<file path="config.mk">
export PLATFORM = sky130hd
export DESIGN_NAME = idli_fetch_m_flat
export DESIGN_NICKNAME = d
export VERILOG_FILES = /design/src/rtl/idli_fetch_m_if.sv /design/src/rtl/idli_fetch_m.sv /design/src/flat_wrapper.sv
export SDC_FILE = /design/constraint.sdc
export NUM_CORES = 1
export LEC_CHECK = 0
export ABC_AREA = 1
export CAP_MARGIN = 10
export CORE_UTILIZATION = 62
export CTS_CLUSTER_SIZE = 8
export DETAILED_ROUTE_END_ITERATION = 6
export GPL_TIMING_DRIVEN = 0
export PLACE_DENSITY = 0.86
export SYNTH_ARGS = -nofsm -noshare
export SYNTH_HDL_FRONTEND = slang
export SYNTH_SLANG_ARGS = --single-unit
</file>
<file path="constraint.sdc">
create_clock -name i_fet_gck -period 4.4 [get_ports i_fet_gck]
set_input_delay 0.88 -clock i_fet_gck [delete_from_list [all_inputs] [get_ports i_fet_gck]]
set_output_delay 0.88 -clock i_fet_gck [all_outputs]
set_load 0.01 [all_outputs]
</file>
<file path="src/rtl/idli_fetch_m_if.sv">
`default_nettype none
// idli_fetch_m_if: memory-interface and core-side signals of the fetch unit.
// The master modport is the fetch unit; slave is the memory/core side.
interface idli_fetch_m_if;
  logic [1:0]  i_fet_ctr;
  logic [3:0]  i_fet_data;
  logic        i_fet_data_vld;
  logic        o_fet_redirect;
  logic [3:0]  o_fet_addr;
  logic        i_fet_br_req;
  logic [15:0] i_fet_br_addr;
  logic [15:0] o_fet_instr;
  logic        o_fet_instr_vld;
  logic        i_fet_instr_rdy;
  logic [15:0] o_fet_pc;

  modport master (
    input  i_fet_ctr, i_fet_data, i_fet_data_vld, i_fet_br_req, i_fet_br_addr, i_fet_instr_rdy,
    output o_fet_redirect, o_fet_addr, o_fet_instr, o_fet_instr_vld, o_fet_pc
  );

  modport slave (
    output i_fet_ctr, i_fet_data, i_fet_data_vld, i_fet_br_req, i_fet_br_addr, i_fet_instr_rdy,
    input  o_fet_redirect, o_fet_addr, o_fet_instr, o_fet_instr_vld, o_fet_pc
  );
endinterface
`default_nettype wire

</file>
<file path="src/rtl/idli_fetch_m.sv">
`default_nettype none
// +----------------------------------------------------------------------+
// | idli_fetch_m: nibble-serial instruction fetch with 2-entry buffer.   |
// | Revision 1.0                                                         |
// +----------------------------------------------------------------------+
module idli_fetch_m (
  input  wire             i_fet_gck,
  input  wire             i_sqi_rst_n,
  idli_fetch_m_if.master  fet
);

  typedef enum logic [1:0] {
    RUN   = 2'd0,
    REDIR = 2'd1,
    ADDR  = 2'd2,
    WAIT  = 2'd3
  } state_t;

  state_t      state;
  logic [15:0] target;
  logic [15:0] fetch_pc;
  logic [11:0] partial;
  logic [15:0] buf_instr [2];
  logic [15:0] buf_pc    [2];
  logic [1:0]  count;

  logic [1:0]  ctr;
  logic        vld;
  logic        push;
  logic        pop;
  logic        overflow;
  logic        accept;
  logic [15:0] word;
  logic [3:0]  addr_nib;

  assign ctr      = fet.i_fet_ctr;
  assign vld      = fet.i_fet_data_vld;
  assign pop      = (count != 2'd0) && fet.i_fet_instr_rdy;
  assign push     = (state == RUN) && vld && (ctr == 2'd3);
  assign overflow = push && (count == 2'd2) && !pop;
  assign accept   = push && !overflow;
  assign word     = {fet.i_fet_data, partial};

  always_comb begin
    addr_nib = 4'd0;
    if (state == ADDR) begin
      case (ctr)
        2'd0:    addr_nib = target[15:12];
        2'd1:    addr_nib = target[11:8];
        2'd2:    addr_nib = target[7:4];
        default: addr_nib = target[3:0];
      endcase
    end
  end

  // Redirect is gated by reset so the pulse cannot appear while held in reset.
  assign fet.o_fet_redirect  = i_sqi_rst_n && (state == REDIR) && (ctr == 2'd3);
  assign fet.o_fet_addr      = addr_nib;
  assign fet.o_fet_instr_vld = (count != 2'd0);
  assign fet.o_fet_instr     = (count != 2'd0) ? buf_instr[0] : 16'd0;
  assign fet.o_fet_pc        = (count != 2'd0) ? buf_pc[0]    : 16'd0;

  always_ff @(posedge i_fet_gck or negedge i_sqi_rst_n) begin
    if (!i_sqi_rst_n) begin
      state        <= REDIR;
      target       <= 16'd0;
      fetch_pc     <= 16'd0;
      partial      <= 12'd0;
      count        <= 2'd0;
      buf_instr[0] <= 16'd0;
      buf_instr[1] <= 16'd0;
      buf_pc[0]    <= 16'd0;
      buf_pc[1]    <= 16'd0;
    end else if (fet.i_fet_br_req) begin
      state    <= REDIR;
      target   <= fet.i_fet_br_addr;
      fetch_pc <= fet.i_fet_br_addr;
      partial  <= 12'd0;
      count    <= 2'd0;
    end else begin
      case (state)
        REDIR: if (ctr == 2'd3) state <= ADDR;
        ADDR:  if (ctr == 2'd3) state <= WAIT;
        WAIT:  if (vld && ctr == 2'd3) state <= RUN;
        RUN: begin
          if (!vld) begin
            state   <= WAIT;
            partial <= 12'd0;
          end else begin
            case (ctr)
              2'd0: partial[3:0]  <= fet.i_fet_data;
              2'd1: partial[7:4]  <= fet.i_fet_data;
              2'd2: partial[11:8] <= fet.i_fet_data;
              default: begin
                partial <= 12'd0;
                // A dropped word is refetched from its own address.
                if (overflow) begin
                  state  <= REDIR;
                  target <= fetch_pc;
                end else begin
                  fetch_pc <= fetch_pc + 16'd1;
                end
              end
            endcase
          end
        end
        default: state <= REDIR;
      endcase

      if (pop && accept) begin
        if (count == 2'd2) begin
          buf_instr[0] <= buf_instr[1];
          buf_pc[0]    <= buf_pc[1];
          buf_instr[1] <= word;
          buf_pc[1]    <= fetch_pc;
        end else begin
          buf_instr[0] <= word;
          buf_pc[0]    <= fetch_pc;
        end
      end else if (pop) begin
        buf_instr[0] <= buf_instr[1];
        buf_pc[0]    <= buf_pc[1];
        count        <= count - 2'd1;
      end else if (accept) begin
        buf_instr[count[0]] <= word;
        buf_pc[count[0]]    <= fetch_pc;
        count               <= count + 2'd1;
      end
    end
  end

endmodule
`default_nettype wire

</file>
<file path="src/flat_wrapper.sv">
// flat-port wrapper written by rule: the top's interface ports become plain ports
module idli_fetch_m_flat 
  (i_fet_gck, i_sqi_rst_n, fet_i_fet_ctr, fet_i_fet_data, fet_i_fet_data_vld, fet_i_fet_br_req, fet_i_fet_br_addr, fet_i_fet_instr_rdy, fet_o_fet_redirect, fet_o_fet_addr, fet_o_fet_instr, fet_o_fet_instr_vld, fet_o_fet_pc);
  idli_fetch_m_if fet_i ();
  input  wire i_fet_gck;
  input  wire i_sqi_rst_n;
  input wire logic [$bits(fet_i.i_fet_ctr)-1:0] fet_i_fet_ctr;
  input wire logic [$bits(fet_i.i_fet_data)-1:0] fet_i_fet_data;
  input wire logic [$bits(fet_i.i_fet_data_vld)-1:0] fet_i_fet_data_vld;
  input wire logic [$bits(fet_i.i_fet_br_req)-1:0] fet_i_fet_br_req;
  input wire logic [$bits(fet_i.i_fet_br_addr)-1:0] fet_i_fet_br_addr;
  input wire logic [$bits(fet_i.i_fet_instr_rdy)-1:0] fet_i_fet_instr_rdy;
  output wire logic [$bits(fet_i.o_fet_redirect)-1:0] fet_o_fet_redirect;
  output wire logic [$bits(fet_i.o_fet_addr)-1:0] fet_o_fet_addr;
  output wire logic [$bits(fet_i.o_fet_instr)-1:0] fet_o_fet_instr;
  output wire logic [$bits(fet_i.o_fet_instr_vld)-1:0] fet_o_fet_instr_vld;
  output wire logic [$bits(fet_i.o_fet_pc)-1:0] fet_o_fet_pc;
  assign fet_i.i_fet_ctr = fet_i_fet_ctr;
  assign fet_i.i_fet_data = fet_i_fet_data;
  assign fet_i.i_fet_data_vld = fet_i_fet_data_vld;
  assign fet_i.i_fet_br_req = fet_i_fet_br_req;
  assign fet_i.i_fet_br_addr = fet_i_fet_br_addr;
  assign fet_i.i_fet_instr_rdy = fet_i_fet_instr_rdy;
  assign fet_o_fet_redirect = fet_i.o_fet_redirect;
  assign fet_o_fet_addr = fet_i.o_fet_addr;
  assign fet_o_fet_instr = fet_i.o_fet_instr;
  assign fet_o_fet_instr_vld = fet_i.o_fet_instr_vld;
  assign fet_o_fet_pc = fet_i.o_fet_pc;
  idli_fetch_m u_core (.i_fet_gck(i_fet_gck), .i_sqi_rst_n(i_sqi_rst_n), .fet(fet_i));
endmodule
</file>
==> results_dict.tcl, run 1 <==
set metrics [dict create \
    outcome "complete, no violations" \
    ir_drop_v 0.000228 \
    synthesis.nets 1017 \
    cp_num_buf_inv 4 \
    clock-root-buffer "clkbuf_8" \
    cts_hold_buf 0 \
    antenna_found_initial 0 \
    worst_path_max_delay_cell "clkdlybuf4s50_1" \
    antenna_left 0 \
    antenna_cells 0 \
    grt_pass1_vias 6107 \
    grt_pass1_wl_um 29500 \
    drive_gt1_share_pct 7.13 \
    grt_usage_pct 32.9 \
    netlist_instances 985 \
    async_reset_ff_share_pct 100 \
    post_cts_buffers 0 \
    fin_ws_ns 0.698 \
    ys_warn_count 0 \
    path_delay_family "buffers and inverters" \
    pwr_density_cell_nw_per_um2 385 \
    grt_remaining_overflow 0 \
    synth_edf_count 0 \
    rsz0062_at_grt "false" \
    fmax_mhz 270 \
    fin_crit_ns 3.70 \
    wirelength_um 17100 \
    clk_latency_ns 0.38 \
    io_buffers 64 \
    cts_tree "done" \
    io_pins 65 \
    die-area_um2 11200 \
    cts_max_path_buffers 2 \
    wire_per_inst_um 14.2 \
    cts_num_sinks 112 \
    htreeDepth 3 \
    crit_path_max_incr_delay_ns 0.57 \
    routabilityCongestion 0.918 \
    fin_skew_ns 0.0132 \
    area_growth_syn_to_layout_pct 15.3 \
    grt_max_degree 70 \
    synth_area_um2 6690 \
    synthFlopType "dfrtp_1" \
    yosys.area.top_type "dfrtp_1" \
    fin_setup_tns_ns 0 \
    vias 6698 \
    first_pass_iters 6 \
    slew_headroom_pct 40.6 \
    end_kind "primary output" \
    hold_class "register to register" \
    core_area_um2 10400 \
    post_cts_resized 0 \
    final_nets 1093 \
    p_leak_nw 3.89 \
    rows 37 \
    synth_most_common_cell "nand2_1" \
    avgSynthCellArea_um2 6.79 \
    netlist_top_cells_area "dfrtp_1 42%, nand2_1 21%, nand3_1 15%, inv_1 3.8%, nor2_1 3.3%" \
    setup_violations 0 \
    crit_type "primary input to primary output" \
    die_h_um 106 \
    startpoint_type "primary input" \
    drc_errors 0 \
    fin_hold_ws_ns 0.488 \
    start_util_pct 64.5 \
    tightest_slew_ns 0.891 \
    post-dp-hpwl_um 12700 \
    synth_seq_area_share_pct 41.9 \
    path_max_fanout 10 \
    netlist.area_leader.share_pct 41.5 \
    place_ws_ns 0.702 \
    avgViaCountPerCell 5.57 \
    cp.required_ns 3.52 \
    synth_common_cells "382 x nand2_1, 201 x nand3_1, 111 x dfrtp_1" \
    cts.reportedPaths.clkPinSlew_ns 0.10 \
    crit_chain "clkdlybuf4s50_1, inv_1, ha_1, clkbuf_1, nand2_1, a31oi_1, clkdlybuf4s50_1" \
    path_common_cell "clkdlybuf4s50_1" \
    hold_viol 0 \
    maxCapViolations 0 \
    arrival_ns 2.82 \
    cts_inserted_buffers 9 \
    min_period_over_period_pct 84.1 \
    slew_viol_final 0 \
    synth.distinct_cells 29 \
    die_w_um 106 \
    synth_seq_cells 112 \
    drt_iter0_drc 533 \
]
## state kept, by name, indices dropped and copies added (netlist names)
signal and count:
u_core.buf_instr 32, u_core.buf_pc 32, u_core.fetch_pc 16, u_core.target 16, u_core.partial 12, u_core.count 2
u_core.state 2
## final timing paths
| check | startpoint | endpoint | slack (ns) | depth (start not counted) |
|---|---|---|---|---|
| setup / recovery | fet_i_fet_ctr[1] | fet_o_fet_addr[2] | 0.70 | 7 |
| hold / removal | u_core.buf_instr[29]$_DFFE_PN0P_ | u_core.buf_instr[29]$_DFFE_PN0P_ | 0.49 | 2 |
| setup reg to reg | u_core.count[0]$_DFFE_PN0P_ | u_core.target[11]$_DFFE_PN0P_ | 2.52 | 10 |
| hold reg to reg | u_core.buf_instr[29]$_DFFE_PN0P_ | u_core.buf_instr[29]$_DFFE_PN0P_ | 0.49 | 2 |
| max in group asynchronous | i_sqi_rst_n | u_core.buf_instr[3]$_DFFE_PN0P_ | 3.06 | 2 |
| min in group asynchronous | i_sqi_rst_n | u_core.state[1]$_DFFE_PN0P_ | 0.60 | 1 |
## where the power goes
part / switching [mW] / internal, mW
clock network: 0.383 / 0.219
logic: 0.589 / 0.367
registers: 0.174 / 1.24
total: 1.15 / 1.82
## area by class of cell
cell class / count / area (µm²)
multi-input cells: 738 / 3280
flip-flops and latches: 112 / 2800
fillers: 885 / 2660
repair buffers: 65 / 666
plain buffers: 62 / 332
inverters: 73 / 274
well taps: 136 / 170
clock buffers: 9 / 124
clock inverters: 7 / 65.1
## worst reg2reg max path, delay by kind of cell (launching register included)
family	cells	cell delay, ns
buf+inv	4	0.52
flops	1	0.39
compound gates	1	0.07
simple gates	5	0.78
## stage by stage
stage | util, % | std cells | total power, mW | area (µm²)
CTS | 74.4 | 1202 | 2.96 | 7710
global route | 74.4 | 1202 | 3.16 | 7710
global placement | 72.3 | 1185 | 2.33 | 7500
detailed placement | 72.6 | 1186 | 2.37 | 7530
floorplan | - | 985 | 2.01 | 6690
finish | 74.4 | 1202 | 2.97 | 7710
## kinds of logic (layout without fill, tap and decap cells)
family          Yosys count  in the layout  share of synthesized area [%]
simple gates            663            663                           42.2
buf+inv                 135            216                           9.05
flops                   112            112                           41.9
compound gates           69             69                           5.76
fa+ha+maj                 5              5                          0.935
xor+xnor                  1              1                          0.131
## per-layer routing
metal | wire, µm | up-vias | global-route usage, %
li1 | - | 3319 | -
met2 | 8150 | 308 | 52.9
met4 | 335 | 0 | 10.9
met1 | 7380 | 3039 | 46.1
met3 | 1180 | 32 | 4.39
met5 | 0 | - | 0
## cells in the final DEF, fill, tap and decap left out, types with 14 or more instances in the layout
cell type          n
dfrtp_1          111
a21oi_1           14
inv_1             67
buf_2             28
nand2_1          382
nand3_1          201
clkbuf_1          14
nor2_1            59
clkdlybuf4s50_1   63
o21ai_0           36
Note: power is estimated with default switching activity, not from simulation.
==> inputs of run 2 (changes only) <==
CORE_UTILIZATION = 58   (was 62)
PLACE_DENSITY = 0.81   (was 0.86)
clock period = 3.7 ns   (was 4.4 ns; I/O delays follow)
==> run 2 against run 1 <==
Register-to-register slack got worse by 0.72 ns. Cell count up 0.33%. Clock power grew 58%. Largest power group unchanged. Highest routed layer unchanged.
==> results_dict.tcl, run 2 (synthesized netlist as in run 1, its figures left out) <==
set metrics [dict create \
    post-dp-hpwl_um 12800 \
    grt_max_degree 73 \
    place_ws_ns 0.218 \
    drc_errors 0 \
    seqPwrFrac_pct 44.3 \
    htreeDepth 3 \
    cts_num_sinks 112 \
    rows 38 \
    fill_cells 961 \
    drive_gt1_share_pct 6.94 \
    outcome "complete, no violations" \
    cts_inserted_buffers 9 \
    wirelength_um 18100 \
    antenna_left 0 \
    post_cts_buffers 0 \
    area_growth_syn_to_layout_pct 16.7 \
    final_nets 1093 \
    io_pins 65 \
    min_period_over_period_pct 94.5 \
    power.internal_mw 2.42 \
    grt_remaining_overflow 0 \
    io_buffers 64 \
    setup_violations 0 \
    fin_hold_ws_ns 0.478 \
    fin_ws_ns 0.204 \
    cts_max_path_buffers 2 \
    end_kind "primary output" \
    pwr_density_cell_nw_per_um2 484 \
    slew_viol_final 0 \
    cts_tree "done" \
    r2r_slack_ns 1.80 \
    grt_usage_pct 32.2 \
    antenna_cells 0 \
    final_common_cell "nand2_1" \
    finalPower_mw 3.78 \
    maxCapViolations 0 \
    core_area_um2 11000 \
    switching_share_pct 36.0 \
    power_frac_comb_pct 30.5 \
    fin_setup_tns_ns 0 \
    rsz0062_at_grt "false" \
    p_leak_nw 3.93 \
    grt_pass1_vias 6039 \
    layout_common_cells "382 x nand2_1, 201 x nand3_1, 111 x dfrtp_1" \
    antenna_found_initial 0 \
    startpoint_type "primary input" \
    fin_skew_ns 0.00705 \
    path_max_fanout 10 \
    p_clk_share_pct 25.2 \
    avgViaCountPerCell 5.64 \
    crit_type "primary input to primary output" \
    start_util_pct 60.7 \
    ir_drop_v 0.000260 \
    arrival_ns 2.76 \
    cp.required_ns 2.96 \
    die_h_um 109 \
    placed_area_um2 7520 \
    switchingPower_mw 1.36 \
    hold_class "register to register" \
    slew_headroom_pct 38.0 \
    die-area_um2 12000 \
    wire_per_inst_um 15.0 \
    biggestRegsByFlops "u_core.buf_instr: 32 flops, u_core.buf_pc: 32 flops" \
    grt_pass1_wl_um 29700 \
    clock-root-buffer "clkbuf_16" \
    first_pass_iters 7 \
    stdcell_area_um2 7810 \
    vias 6798 \
    routabilityCongestion 0.885 \
    fin_crit_ns 3.50 \
    fmax_mhz 286 \
    clk_latency_ns 0.35 \
    hold_viol 0 \
    post_cts_resized 0 \
    die_w_um 109 \
    cts.reportedPaths.clkPinSlew_ns 0.07 \
    cts_hold_buf 0 \
    tightest_slew_ns 0.930 \
    drt_iter0_drc 686 \
]
## run 2: changes by cell type in the layout (fill, tap and decap cells not counted), sizes merged
cell	change
clkbuf	+5
inv	-3
clkinv	-2
## run 2: power groups by stage
stage	Sequential [mW]	Combinational (mW)	Clock [mW]
5_1_grt	1.70	1.30	1.00
3_3_place_gp	1.68	1.11	0
2_1_floorplan	1.63	0.765	0
6_report	1.67	1.15	0.952
3_5_place_dp	1.69	1.14	0
4_1_cts	1.67	1.15	0.954
## run 2: critical path, stage by stage
cell             delay (ns)
clkdlybuf4s50_1        0.46
inv_1                  0.10
ha_1                   0.14
clkbuf_1               0.40
nand2_1                0.11
a31oi_1                0.24
clkdlybuf4s50_1        0.57
## run 2: path summary, 6_finish.rpt
check / startpoint / to / cells past startpoint
max: fet_i_fet_ctr[0] / fet_o_fet_addr[0] / 7
min: u_core.buf_pc[23]$_DFFE_PN0P_ / u_core.buf_pc[23]$_DFFE_PN0P_ / 2
max reg2reg: u_core.state[0]$_DFFE_PN1P_ / u_core.buf_instr[27]$_DFFE_PN0P_ / 9
min reg2reg: u_core.buf_pc[23]$_DFFE_PN0P_ / u_core.buf_pc[23]$_DFFE_PN0P_ / 2
max in group asynchronous: i_sqi_rst_n / u_core.buf_pc[17]$_DFFE_PN0P_ / 2
min in group asynchronous: i_sqi_rst_n / u_core.target[13]$_DFFE_PN0P_ / 1
## run 2: stage by stage
step | utilization [%] | cells
after floorplan | - | 985
after global placement | 68.0 | 1189
after detailed placement | 68.2 | 1190
after CTS | 70.8 | 1206
after global routing | 70.8 | 1206
final | 70.8 | 1206
## run 2: per-layer routing
layer	global-route usage, %	vias to the layer above	wire (µm)
met2	54.9	309	8650
met4	13.0	0	560
li1	-	3316	-
met1	42.3	3121	7430
met3	3.08	52	1460
met5	0	-	0
## run 2: area by class of cell
class / count / area, µm² / share of cell area (%)
Tap cell: 140 / 175 / 2.24
Clock buffer: 14 / 274 / 3.51
Timing Repair Buffer: 65 / 658 / 8.43
Clock inverter: 2 / 12.5 / 0.160
Sequential cell: 112 / 2800 / 35.9
Inverter: 73 / 274 / 3.51
Multi-Input combinational cell: 738 / 3280 / 42.0
Buffer: 62 / 332 / 4.25
==> inputs of run 3 (changes only) <==
CORE_UTILIZATION = 60   (was 58)
CTS_BUF_LIST = sky130_fd_sc_hd__clkbuf_4   (was unset)
PLACE_DENSITY = 0.83   (was 0.81)
==> run 3 against run 2 <==
Utilization up 0.18 points. Maximum frequency down 0.49%. First-iteration DRC count down 9.9%.
==> results_dict.tcl, run 3 (synthesized netlist as in run 1, its figures left out) <==
set metrics [dict create \
    r2r_slack_ns 1.82 \
    vias 6741 \
    pwr_density_cell_nw_per_um2 456 \
    end_kind "primary output" \
    fin_util_pct 71.0 \
    biggestRegsByFlops "u_core.buf_instr: 32 flops, u_core.buf_pc: 32 flops" \
    grt_pass1_wl_um 29400 \
    cts_max_path_buffers 2 \
    first_pass_iters 5 \
    final_common_cell "nand2_1" \
    crit_chain "clkdlybuf4s50_1, inv_1, ha_1, clkbuf_1, nand2_1, a31oi_1, clkdlybuf4s50_1" \
    finalPower_mw 3.51 \
    die_h_um 108 \
    setup_violations 0 \
    min_period_over_period_pct 94.9 \
    switching_share_pct 37.5 \
    rr_endpoint "u_core.buf_instr[26]$_DFFE_PN0P_" \
    antenna_cells 0 \
    hold_viol 0 \
    die-area_um2 11600 \
    ir_drop_v 0.000261 \
    placed_area_um2 7530 \
    fin_skew_ns 0.0177 \
    avgViaCountPerCell 5.59 \
    antenna_found_initial 0 \
    start_util_pct 61.7 \
    cts.reportedPaths.clkPinSlew_ns 0.17 \
    slew_headroom_pct 56.8 \
    io_pins 65 \
    post-dp-hpwl_um 12700 \
    fin_setup_tns_ns 0 \
    grt_pass1_vias 6045 \
    grt_max_degree 64 \
    die_w_um 108 \
    power_frac_comb_pct 32.7 \
    outcome "complete, no violations" \
    tightest_slew_ns 0.647 \
    routabilityCongestion 0.929 \
    stdcell_area_um2 7690 \
    seqPwrFrac_pct 47.5 \
    cts_tree "done" \
    cp.required_ns 2.96 \
    maxCapViolations 0 \
    crit_type "primary input to primary output" \
    fin_crit_ns 3.51 \
    switchingPower_mw 1.32 \
    p_leak_nw 3.88 \
    post_cts_buffers 0 \
    fin_hold_ws_ns 0.278 \
    drc_errors 0 \
    drive_gt1_share_pct 7.13 \
    wire_per_inst_um 14.5 \
    reg2regPathDepth 9 \
    post_cts_resized 0 \
    cts_hold_buf 0 \
    path_max_fanout 10 \
    arrival_ns 2.77 \
    htreeDepth 3 \
    clk_latency_ns 0.47 \
    r2r-start "u_core.state[0]$_DFFE_PN1P_" \
    grt_remaining_overflow 0 \
    grt_usage_pct 32.7 \
    wirelength_um 17500 \
    rsz0062_at_grt "false" \
    rows 38 \
    clock-root-buffer "clkbuf_4" \
    crit_path_max_incr_delay_ns 0.57 \
    fmax_mhz 285 \
    antenna_left 0 \
    cts_num_sinks 112 \
    slew_viol_final 0 \
    area_growth_syn_to_layout_pct 15.0 \
    power.internal_mw 2.19 \
    hold_class "primary input to asynchronous set/reset pin" \
    startpoint_type "primary input" \
    layout_common_cells "382 x nand2_1, 201 x nand3_1, 111 x dfrtp_1" \
    final_nets 1093 \
    io_buffers 64 \
    drt_iter0_drc 618 \
    core_area_um2 10800 \
    path_common_cell "clkdlybuf4s50_1" \
    cts_inserted_buffers 9 \
    p_clk_share_pct 19.7 \
    worst_path_max_delay_cell "clkdlybuf4s50_1" \
]
[run 3: changes by cell type in the layout (fill, tap and decap cells not counted), moves of 2 or more]
cell	before	now
clkbuf_4	0	11
clkbuf_16	9	0
clkbuf_8	3	0
bufinv_16	0	2
clkbuf_1	16	14
[run 3: worst max-delay path, delay by kind of cell]
kind | cells | cell delay [ns]
buffers and inverters | 4 | 1.54
adder cells (fa/ha/maj) | 1 | 0.14
AND/OR/NAND/NOR | 1 | 0.11
AO/OA/AOI/OAI | 1 | 0.23
[run 3: layer usage]
metal | global-route usage, % | vias up | wire length (µm)
met1 | 44.0 | 3098 | 7560
met2 | 51.5 | 299 | 8100
li1 | - | 3303 | -
met4 | 17.5 | 0 | 685
met5 | 0 | - | 0
met3 | 4.36 | 41 | 1210
[run 3: metrics by stage]
step,std cells,worst slack (ns)
4_1_cts,1206,0.214
3_3_place_gp,1189,-2.94
3_5_place_dp,1190,0.239
2_1_floorplan,985,1.45
5_1_grt,1206,0.0905
6_report,1206,0.187
[run 3: cell type report]
cell class	instances	area, µm²
multi-input cells	738	3280
fillers	959	3150
flip-flops and latches	112	2800
repair buffers	65	666
plain buffers	62	332
inverters	73	274
well taps	140	175
clock buffers	11	82.6
clock inverters	5	81.3
[run 3: worst max-delay path by stage]
stage	from	end	slack, ns	depth (start not counted)
global route	fet_i_fet_ctr[0]	fet_o_fet_addr[0]	0.09	7
finish	fet_i_fet_ctr[0]	fet_o_fet_addr[0]	0.19	7
detailed placement	fet_i_fet_ctr[0]	fet_o_fet_addr[0]	0.24	7
floorplan	fet_i_fet_ctr[0]	fet_o_fet_addr[0]	1.45	5
CTS	fet_i_fet_ctr[0]	fet_o_fet_addr[0]	0.21	7
global placement	i_sqi_rst_n	fet_o_fet_redirect	-2.94	4
[run 3: power groups by stage]
| stage | Clock, mW | Sequential, mW | Combinational, mW |
|---|---|---|---|
| 2_1_floorplan | 0 | 1.63 | 0.765 |
| 3_3_place_gp | 0 | 1.68 | 1.11 |
| 3_5_place_dp | 0 | 1.69 | 1.14 |
| 4_1_cts | 0.699 | 1.66 | 1.15 |
| 5_1_grt | 0.751 | 1.70 | 1.30 |
| 6_report | 0.692 | 1.67 | 1.15 |
